[src/rtl/axi4_lite_single_master.sv]
// Single-outstanding AXI4-Lite initiator.
// Converts a command/response handshake into one complete AXI4-Lite write or read.
// All AXI and response outputs are registered. cmd_ready is decoded from the state.
// DATA_BIT_WIDTH must be 32 or 64.
module axi4_lite_single_master #(
    parameter int ADDR_BIT_WIDTH = 32,
    parameter int DATA_BIT_WIDTH = 32
) (
    input  logic                          clk,
    input  logic                          sync_rst,

    // command handshake
    input  logic                          cmd_valid,
    output logic                          cmd_ready,
    input  logic                          cmd_is_write,
    input  logic [ADDR_BIT_WIDTH-1:0]     cmd_addr,
    input  logic [DATA_BIT_WIDTH-1:0]     cmd_wdata,
    input  logic [DATA_BIT_WIDTH/8-1:0]   cmd_wstrb,

    // response handshake
    output logic                          rsp_valid,
    input  logic                          rsp_ready,
    output logic                          rsp_is_write,
    output logic [DATA_BIT_WIDTH-1:0]     rsp_rdata,
    output logic [1:0]                    rsp_resp,

    // write address channel
    output logic [ADDR_BIT_WIDTH-1:0]     awaddr,
    output logic [2:0]                    awprot,
    output logic                          awvalid,
    input  logic                          awready,

    // write data channel
    output logic [DATA_BIT_WIDTH-1:0]     wdata,
    output logic [DATA_BIT_WIDTH/8-1:0]   wstrb,
    output logic                          wvalid,
    input  logic                          wready,

    // write response channel
    input  logic [1:0]                    bresp,
    input  logic                          bvalid,
    output logic                          bready,

    // read address channel
    output logic [ADDR_BIT_WIDTH-1:0]     araddr,
    output logic [2:0]                    arprot,
    output logic                          arvalid,
    input  logic                          arready,

    // read data channel
    input  logic [DATA_BIT_WIDTH-1:0]     rdata,
    input  logic [1:0]                    rresp,
    input  logic                          rvalid,
    output logic                          rready
);

    typedef enum logic [2:0] {
        IDLE,
        WR_REQ,
        WR_RESP,
        RD_REQ,
        RD_RESP,
        RSP
    } state_t;

    state_t state;

    // A write request channel is finished when it already handshook or handshakes now.
    logic aw_done;
    logic w_done;

    // Decode the request-channel completion flags.
    assign aw_done = !awvalid || awready;
    assign w_done  = !wvalid  || wready;

    // NOTE: cmd_ready is a pure decode of the registered state.
    // It never depends on cmd_valid, so the upstream handshake has no combinational loop.
    assign cmd_ready = (state == IDLE);

    // Only unprivileged, secure data accesses are issued.
    assign awprot = 3'b000;
    assign arprot = 3'b000;

    // Transaction FSM together with every registered AXI and response output.
    always_ff @(posedge clk) begin
        if (sync_rst) begin
            // NOTE: sequential state uses non-blocking assignments.
            // All registers then update together from the values before the edge.
            state        <= IDLE;
            rsp_valid    <= 1'b0;
            rsp_is_write <= 1'b0;
            rsp_rdata    <= '0;
            rsp_resp     <= 2'b00;
            awvalid      <= 1'b0;
            wvalid       <= 1'b0;
            bready       <= 1'b0;
            arvalid      <= 1'b0;
            rready       <= 1'b0;
            awaddr       <= '0;
            wdata        <= '0;
            wstrb        <= '0;
            araddr       <= '0;
        end else begin
            case (state)
                IDLE: begin
                    if (cmd_valid) begin
                        if (cmd_is_write) begin
                            awaddr  <= cmd_addr;
                            wdata   <= cmd_wdata;
                            wstrb   <= cmd_wstrb;
                            awvalid <= 1'b1;
                            wvalid  <= 1'b1;
                            state   <= WR_REQ;
                        end else begin
                            araddr  <= cmd_addr;
                            arvalid <= 1'b1;
                            state   <= RD_REQ;
                        end
                    end
                end

                WR_REQ: begin
                    // AW and W retire independently; the request ends once both are done.
                    if (awvalid && awready) begin
                        awvalid <= 1'b0;
                    end
                    if (wvalid && wready) begin
                        wvalid <= 1'b0;
                    end
                    if (aw_done && w_done) begin
                        bready <= 1'b1;
                        state  <= WR_RESP;
                    end
                end

                WR_RESP: begin
                    if (bvalid) begin
                        bready       <= 1'b0;
                        rsp_is_write <= 1'b1;
                        rsp_rdata    <= '0;
                        rsp_resp     <= bresp;
                        rsp_valid    <= 1'b1;
                        state        <= RSP;
                    end
                end

                RD_REQ: begin
                    if (arready) begin
                        arvalid <= 1'b0;
                        rready  <= 1'b1;
                        state   <= RD_RESP;
                    end
                end

                RD_RESP: begin
                    if (rvalid) begin
                        rready       <= 1'b0;
                        rsp_is_write <= 1'b0;
                        rsp_rdata    <= rdata;
                        rsp_resp     <= rresp;
                        rsp_valid    <= 1'b1;
                        state        <= RSP;
                    end
                end

                RSP: begin
                    if (rsp_ready) begin
                        rsp_valid <= 1'b0;
                        state     <= IDLE;
                    end
                end

                default: begin
                    state <= IDLE;
                end
            endcase
        end
    end

endmodule

[config.mk]
export PLATFORM = sky130hd
export DESIGN_NAME = axi4_lite_single_master
export DESIGN_NICKNAME = d
export VERILOG_FILES = /design/src/rtl/axi4_lite_single_master.sv
export SDC_FILE = /design/constraint.sdc
export NUM_CORES = 1
export LEC_CHECK = 0
export CAP_MARGIN = 25
export CELL_PAD_IN_SITES_DETAIL_PLACEMENT = 1
export CELL_PAD_IN_SITES_GLOBAL_PLACEMENT = 1
export CORE_ASPECT_RATIO = 1.75
export CORE_MARGIN = 1.5
export CORE_UTILIZATION = 25
export DETAILED_ROUTE_END_ITERATION = 6
export MAX_ROUTING_LAYER = met4
export PLACE_DENSITY = 0.84
export SYNTH_ARGS = -nofsm -noshare
export SYNTH_HDL_FRONTEND = slang
export SYNTH_SLANG_ARGS = --single-unit
[constraint.sdc]
create_clock -name clk -period 1.6 [get_ports clk]
set_clock_uncertainty 0.2 [all_clocks]
set_input_delay 0.32 -clock clk [delete_from_list [all_inputs] [get_ports clk]]
set_output_delay 0.32 -clock clk [all_outputs]
set_load 0.01 [all_outputs]
==> results of run 1 <==
-- power by group through the flow --
stage	registers [mW]	logic [mW]	clock network [mW]
2_1_floorplan	4.48	1.58	0
3_3_place_gp	4.29	3.57	0
3_5_place_dp	4.32	3.63	0
4_1_cts	4.25	4.46	4.45
5_1_grt	4.33	6.00	4.60
6_report	4.29	5.69	4.38
-- area by class of cell --
cell class | count | area (sq um)
fill | 2316 | 10400
timing repair buffer | 330 | 3520
multi-input combinational | 461 | 3060
sequential | 144 | 2890
clock buffer | 20 | 447
tap | 252 | 315
clock inverter | 11 | 188
inverter | 5 | 18.8
-- sequential cells by signal, indices dropped and copies added, names as in the netlist --
register	count
awaddr	32
arvalid	1
state	3
rsp_rdata	32
rready	1
wvalid	1
wdata	32
rsp_resp	2
araddr	32
wstrb	4
rsp_is_write	1
awvalid	1
rsp_valid	1
bready	1
-- repair_timing --
action                                  4_1_cts  5_1_grt
endpoints found under the setup margin      281      214
pin swaps                                    29      103
buffers inserted                             15       12
cloned                                       10       15
gates resized for setup                     241      319
-- synthesized netlist by cell type (all sizes together) --
library cell  number
clkbuf            27
o22ai              1
nand3             36
a21o               2
o211ai             1
nor3               3
nand3b             2
nand2            237
o31ai              1
nor2b              3
nand2b             5
dfxtp            144
a22oi              1
a311oi             1
nor2               7
a211oi             3
o21ai              4
buf               30
conb               1
inv                5
a211o              1
mux2i              5
a21oi            138
and3               2
a32oi              2
-- layout by cell type, fill, tap and decap left out, drive strengths merged, types with 4 or more instances in the layout --
cell type and count:
dlygate4sd2 66, dfxtp 144, nand2 237, nor2 7, buf 66, inv 5
nand2b 5, o21ai 4, clkinv 6, mux2i 5, clkdlybuf4s50 111, clkdlybuf4s15 44
clkbuf 62, conb 6, nand3 36, bufinv 5, a21oi 138
-- cell families after synthesis --
group | Yosys count
mux | 5
buf+inv | 62
flops | 144
simple gates | 295
other cells | 1
compound gates | 155
-- critical path: cells and delay by family, from the launching register on --
family	cells	cell delay, ns
AOI/OAI and AO/OA	2	0.31
and+or+nand+nor	2	0.30
DFF	1	0.36
buffers and inverters	3	0.49
-- worst min-delay path by stage --
stage                  startpoint       endpoint  slack [ns]  cells past startpoint
finish                   sync_rst         bready        0.08                      2
global route             sync_rst       wdata[3]        0.09                      2
CTS                      sync_rst         bready        0.07                      2
detailed placement  rsp_rdata[17]  rsp_rdata[17]        0.24                      2
global placement    rsp_rdata[13]  rsp_rdata[13]        0.24                      2
floorplan               rsp_ready      rsp_valid        0.24                      1
-- routing by layer --
layer,up-vias,track usage (%),routed length (um)
met2,213,39.2,14200
met5,-,-,0
li1,2761,-,-
met1,2894,20.3,9210
met3,65,4.56,1040
met4,0,9.21,1160
==> flow_summary_export.csv, run 1 <==
group,metric,value,unit
sta,finalCritPeriodShare,111,%
worst_setup_path,critPathCaptureType,"flop",
logic_synthesis,synthCells,662,
detailed_routing,ant_nets,0,
logic_synthesis,synth_top_family_by_area,"simple AND/OR/NAND/NOR gates",
logic_synthesis,synth_top_cell_by_area,"dfxtp_1",
power,p_comb_share,39.6,%
clock_network,clock_path_buffers,2,
run_status,violations,"negative setup slack",
sta,clock.fmax,565,MHz
clock_network,cts-buffers-inserted,17,
layout,areaGrowthSynthToFinish,97.0,%
worst_setup_path,r2r-start,"state[2]",
worst_setup_path,path_class,"flop to flop",
grt,grt_antenna_before_repair,0,
detailed_routing,wl,25.6,mm
sta,hold-worst-slack,0.0838,ns
logic_synthesis,netlist_area,5300,sq um
floorplan,die_h,196,um
sta,finalHoldViolCount,0,
worst_setup_path,r2r_end,"rsp_rdata[10]",
clock_network,h-tree-depth,4,
layout,num_antenna_cells,0,
grt,overflow,0,
sta,final.min_clock_period,1.77,ns
sta,rsz0062_at_grt,"yes",
logic_synthesis,synthXorXnorAreaFrac,0,%
power,seq_power_share,29.9,%
detailed_routing,first_pass_iters,4,
clock_network,hold_buffers,0,
placement,port_buffers,255,
power,p_leak,4.31,nW
job,cap_violations,0,
power,clkPwrFrac,30.5,%
floorplan,rows,70,
placement,routabilityCongestion,0.806,
placement,placedInstanceArea,8230,sq um
layout,final_cell_area,10400,sq um
layout,drive_above_1_share,35.7,%
power,power.switching,4.77,mW
grt,grt_pass1_wl,34.5,mm
placement,hpwlAfterDp,14.0,mm
clock_network,clk_pin_slew_worst_paths,0.06,ns
grt,track_usage,21.0,%
grt,grt_max_degree,54,
worst_setup_path,r2r_slack,-0.17,ns
worst_setup_path,cp_data_required_time,1.71,ns
logic_synthesis,yosys.area_share.adder,0,%
sta,report.final.slew_viol_count,0,
worst_setup_path,crit_path_start_kind,"flop",
layout,layout.nets,1073,
detailed_routing,wl_per_cell,20.9,um
logic_synthesis,yosysWarnings,0,
detailed_routing,vias,5933,
power,switching_share,33.2,%
grt,first_global_vias,6182,
detailed_routing,drc,0,
worst_setup_path,crit_fanout,8,
logic_synthesis,synthSimpleGateAreaFrac,22.9,%
logic_synthesis,ys_seq_area_share,54.4,%
layout,final_core_util,50.1,%
clock_network,cts.sinks,144,
logic_synthesis,muxShareOfSynthArea,0.944,%
sta,finalSetupTns,-14.33,ns
floorplan,die-area,22100,sq um
logic_synthesis,yosysUniqueCellTypes,29,
logic_synthesis,netlist_top_cells_area,"dfxtp_1 54%, nand2_1 17%, a21oi_1 13%",
floorplan,coreArea,20800,sq um
layout,fin_cells,1223,
run_status,status,"finished, violations left",
logic_synthesis,synth_compound_area_share,15.5,%
worst_setup_path,critPathCapture,"rsp_rdata[10]",
logic_synthesis,ys_seq_elements,144,
power,finalPower,14.4,mW
worst_setup_path,cp.arrival,1.87,ns
worst_setup_path,cp_slowest_stage_delay,0.36,ns
power,internal_power,9.58,mW
logic_synthesis,avgSynthCellArea,8.01,sq um
worst_setup_path,cp_cell_sequence,"buf_6, nand3b_1, buf_4, a21o_4, buf_12, nand2_2, a21oi_2",
sta,setup_viol,141,
placement,dp_slack,-0.390,ns
power,power.density,1370,nW/um^2
worst_setup_path,critPathLaunch,"state[2]",
min_path,hold_path_class,"input port to flop",
worst_setup_path,slowest_stage,"dfxtp_4",
clock_network,cts_root_buf,"clkbuf_16",
floorplan,initial_core_util,25.4,%
logic_synthesis,synth_top_area_share,54.4,%
detailed_routing,dr.first_iter.drc_count,186,
power,irDropWorstVdd,741,uV
placement,dp_cells,1147,
clock_network,clkLatencyLatePin,0.42,ns
worst_setup_path,rr_worst_depth,7,
floorplan,num_io_pins,262,
sta,worst_slack,-0.168,ns
floorplan,die_w,113,um
detailed_routing,via_per_inst,4.85,
clock_network,cts_tree,"built",
Power figures use the tool's default switching activity.
==> run 2: changes to the inputs <==
- PLACE_DENSITY: 0.84 -> unset
- PLACE_DENSITY_LB_ADDON: unset -> 0.25
==> flow_summary_export.csv, run 2 (synthesis gave the netlist of run 1 again) <==
group,metric,value,unit
detailed_routing,drc,0,
floorplan,die-area,22100,sq um
layout,final_core_util,52.6,%
floorplan,coreArea,20800,sq um
detailed_routing,vias,5888,
worst_setup_path,worstSetupPathDepth,7,
min_path,holdPathStages,2,
worst_setup_path,slowest_stage,"dfxtp_2",
layout,fillers,2328,
grt,track_usage,23.2,%
sta,worst_slack,-0.213,ns
clock_network,h-tree-depth,4,
detailed_routing,dr.first_iter.drc_count,164,
min_path,hold_path_class,"input port to flop",
sta,finalSetupTns,-21.26,ns
worst_setup_path,path_class,"flop to flop",
sta,final.min_clock_period,1.81,ns
worst_setup_path,cp_cell_sequence,"buf_6, nand3b_1, buf_4, a21o_4, bufbuf_16, nand2_1, a21oi_1",
grt,grt_pass1_wl,36.9,mm
layout,layout.nets,1089,
power,seq_power_share,29.5,%
grt,first_global_vias,6342,
floorplan,die_w,113,um
clock_network,clk_pin_slew_worst_paths,0.06,ns
sta,finalHoldViolCount,0,
run_status,violations,"negative setup slack",
worst_setup_path,crit_fanout,16,
layout,final_cell_mix,"121 x dfxtp_1, 111 x clkdlybuf4s50_1, 105 x nand2_1",
worst_setup_path,rr_worst_depth,7,
clock_network,cts_tree,"built",
power,internal_power,9.89,mW
floorplan,num_io_pins,262,
power,finalPower,14.9,mW
worst_setup_path,cp.arrival,1.93,ns
power,p_comb_share,43.8,%
layout,seqCellArea,2910,sq um
power,irDropWorstVdd,700,uV
worst_setup_path,crit_path_start_kind,"flop",
floorplan,rows,70,
power,power.density,1360,nW/um^2
layout,areaGrowthSynthToFinish,107,%
floorplan,initial_core_util,25.4,%
clock_network,cts.sinks,144,
placement,hpwlAfterDp,13.7,mm
detailed_routing,wl_per_cell,20.4,um
power,switching_share,33.6,%
layout,multi_input_area,3300,sq um
power,power.switching,5.01,mW
detailed_routing,ant_nets,0,
worst_setup_path,crit_family,"buffers and inverters",
worst_setup_path,cp_slowest_stage_delay,0.34,ns
sta,setup_viol,138,
detailed_routing,wl,25.3,mm
sta,clock.fmax,551,MHz
grt,grt_antenna_before_repair,2,
detailed_routing,via_per_inst,4.74,
power,p_leak,4.39,nW
worst_setup_path,critPathCaptureType,"flop",
clock_network,cts-buffers-inserted,17,
worst_setup_path,worstPathBufferInverterCount,3,
placement,routabilityCongestion,0.752,
placement,port_buffers,255,
worst_setup_path,cp_data_required_time,1.72,ns
detailed_routing,first_pass_iters,4,
grt,grt_max_degree,46,
clock_network,clock_path_buffers,2,
run_status,status,"finished, violations left",
clock_network,cts_root_buf,"clkbuf_16",
layout,drive_above_1_share,45.5,%
sta,finalCritPeriodShare,113,%
sta,hold-worst-slack,0.0370,ns
sta,report.final.slew_viol_count,0,
grt,overflow,0,
clock_network,clkLatencyLatePin,0.43,ns
floorplan,die_h,196,um
job,cap_violations,0,
sta,rsz0062_at_grt,"yes",
power,clkPwrFrac,26.6,%
layout,final_common_cell,"dfxtp_1",
run 2: changes by cell type in the layout (fill, tap and decap cells not counted), moves of 4 or more:
cell | previous run | this run
dfxtp_1 | 138 | 121
dlygate4sd2_1 | 66 | 23
clkdlybuf4s15_2 | 2 | 14
dfxtp_2 | 5 | 22
buf_12 | 19 | 26
nand2_4 | 59 | 90
clkbuf_16 | 29 | 19
buf_2 | 3 | 7
clkbuf_2 | 30 | 58
nand2_1 | 134 | 105
clkbuf_1 | 2 | 6
buf_16 | 6 | 22
run 2: through the flow:
| stage | cells | cell area [sq um] | setup slack [ns] |
|---|---|---|---|
| floorplan | 667 | 5320 | 0.0177 |
| global placement | 1155 | 8340 | -0.303 |
| detailed placement | 1155 | 8340 | -0.337 |
| CTS | 1237 | 10600 | -0.212 |
| global route | 1242 | 11000 | -0.289 |
| finish | 1242 | 11000 | -0.213 |
run 2: worst register-to-register path, stage by stage (launching register included):
cell and delay [ns]:
dfxtp_2 0.34, buf_6 0.12, nand3b_1 0.22, buf_4 0.17
a21o_4 0.21, bufbuf_16 0.29, nand2_1 0.08, a21oi_1 0.06
run 2: worst paths after layout:
| path | to | startpoint | slack [ns] |
|---|---|---|---|
| worst max-delay path | rsp_rdata[25] | state[1] | -0.21 |
| worst min register to register | rsp_rdata[29] | rsp_rdata[29] | 0.25 |
| worst min-delay path | awaddr[31] | sync_rst | 0.04 |
| worst max register to register | rsp_rdata[25] | state[1] | -0.21 |
run 2: per-layer routing:
metal	GRT usage, %	part of all wire (%)	vias to the layer above
met5	-	0	-
met4	10.8	4.1	0
met3	4.47	3.9	52
met2	43.8	57	190
met1	22.2	35	2834
li1	-	-	2812
run 2: repair_timing:
item | in CTS | in global routing
setup buffers | 21 | 8
endpoints found under the setup margin | 278 | 231
resized for setup | 451 | 301
pin swaps | 145 | 88
gates cloned | 29 | 2
hold buffers | 0 | 0
run 2: layout make-up:
type	count	area share [%]
timing repair buffer	346	35.0
multi-input combinational	461	30.1
sequential	144	26.6
clock buffer	26	4.47
tap	252	2.88
clock inverter	6	0.731
inverter	5	0.171
antenna	2	0.0457
run 2: power groups by stage:
stage                     registers [mW]  clock network, mW  logic (mW)
after CTS                           4.33               4.08        6.17
final                               4.40               3.97        6.53
after global placement              4.31                  0        3.80
after global routing                4.45               4.20        6.90
after floorplan                     4.48                  0        1.58
after detailed placement            4.32                  0        3.83
==> variant, RTL diff (settings of run 1) <==
`ADDR_BIT_WIDTH`: 32 -> 64.
--- a/src/rtl/axi4_lite_single_master.sv
+++ b/src/rtl/axi4_lite_single_master.sv
@@ -5,3 +5,3 @@
 module axi4_lite_single_master #(
-    parameter int ADDR_BIT_WIDTH = 32,
+    parameter int ADDR_BIT_WIDTH = 64,
     parameter int DATA_BIT_WIDTH = 32
Ports: changed (resized araddr, awaddr and cmd_addr); port bits go from 262 to 358. No check against the original RTL was run, so the function may have changed too.
==> variant against run 1 <==
- critical path depth up 1
- design area increased by 31%
- the run still ends with negative setup slack left
- via count grew 40%
- synthesized area increased by 40%
- routed wire length increased by 48%
- sequential cell count up 64
- setup slack worse by 72 ps
- power grew 11%
==> variant: results <==
group,metric,value,unit
run_status,status,"finished, violations left",
run_status,violations,"negative setup slack",
pwr,cellLeakagePower,5.678,nW
clock_network,clk_latency,520,ps
global_routing,met3_usage,2.909,%
worst_hold_path,min_delay_path_depth,3,
critical_path,worstRegToRegCells,8,
global_routing,grt_pass1_vias,8541,
placed_design,gp_congestion,0.8316,
route,wl_met1,12880,um
logic_synthesis,synthTopCellsByCount,"nand2_1 (366), dfxtp_1 (208), a21oi_1 (203)",
global_routing,grt_start_max_net_pins,57,
route,wl_met2,21390,um
clock_network,ctsHoldBuffers,1,
global_routing,grt_usage,21.20,%
critical_path,crit_start,"state[1]",
cells_and_area,fill_cells,3340,
critical_path,worstSetupEndpoint,"araddr[40]",
placed_design,io_buffers,351,
clock_network,cts_resized,945,
cells_and_area,seq_area,4210,um2
route,dr_wl_met3,1609,um
critical_path,arrival,2080,ps
global_routing,met1_usage,20.15,%
logic_synthesis,syn_area_per_cell,7.936,um2
timing,setup-tns-final,-30730,ps
clock_network,clk_path_buf_depth,3,
timing,worst_hold_slack,138.1,ps
logic_synthesis,synth_compound_area_share,15.78,%
timing,finalCritPeriodShare,115.0,%
placed_design,post-dp-hpwl,21380,um
worst_hold_path,holdPathEnd,"wdata[7]",
global_routing,grt_pass1_wl,48760,um
cells_and_area,fin_nets,1472,
placed_design,placed_area,11600,um2
logic_synthesis,yosysUniqueCellTypes,34,
logic_synthesis,muxShareOfSynthArea,0.4207,%
global_routing,met2_usage,40.28,%
placed_design,dp.cells,1640,
clock_network,htreeDepth,1,
timing,fin_ws,-240.7,ps
clock_network,cts_made_buffers,21,
route,vias,8301,
logic_synthesis,yosys-top-cells-area,"dfxtp_1 (56%), nand2_1 (18%), a21oi_1 (14%), nand3_1 (2.4%), buf_2 (2.0%)",
route,postRouteWirelength,37770,um
logic_synthesis,ys_seq_area_share,56.00,%
global_routing,antenna_found_initial,3,
placed_design,pre_cts_ws,-497.8,ps
cells_and_area,drive_gt1_share,47.73,%
worst_hold_path,hold_start,"cmd_wdata[7]",
timing,finalSetupViolCount,202,
[variant: cell types whose count changed in the layout (fill, tap and decap cells not counted), sizes merged, moves of 3 or more]
cell and change:
mux2i -3, a21oi +65, diode +3, nand2b -4, dlygate4sd2 -66, clkdlybuf4s15 -44
buf +220, clkdlybuf4s50 +33, dfxtp +64, clkbuf -27, nand2 +129
[variant: power breakdown]
group	total [mW]	switching [mW]	internal, mW	leakage [nW]
Sequential	5.81	0.219	5.59	1.71
Combinational	4.63	2.54	2.09	3.60
Clock	5.49	2.23	3.26	0.376
[variant: area by class of cell]
| class | count | area share (%) |
|---|---|---|
| diodes | 3 | 0.05483 |
| clock buffers | 26 | 4.268 |
| clock inverters | 12 | 1.261 |
| inverters | 4 | 0.1097 |
| multi-input cells | 651 | 31.27 |
| flip-flops and latches | 208 | 30.75 |
| well taps | 382 | 3.491 |
| repair buffers | 440 | 28.79 |
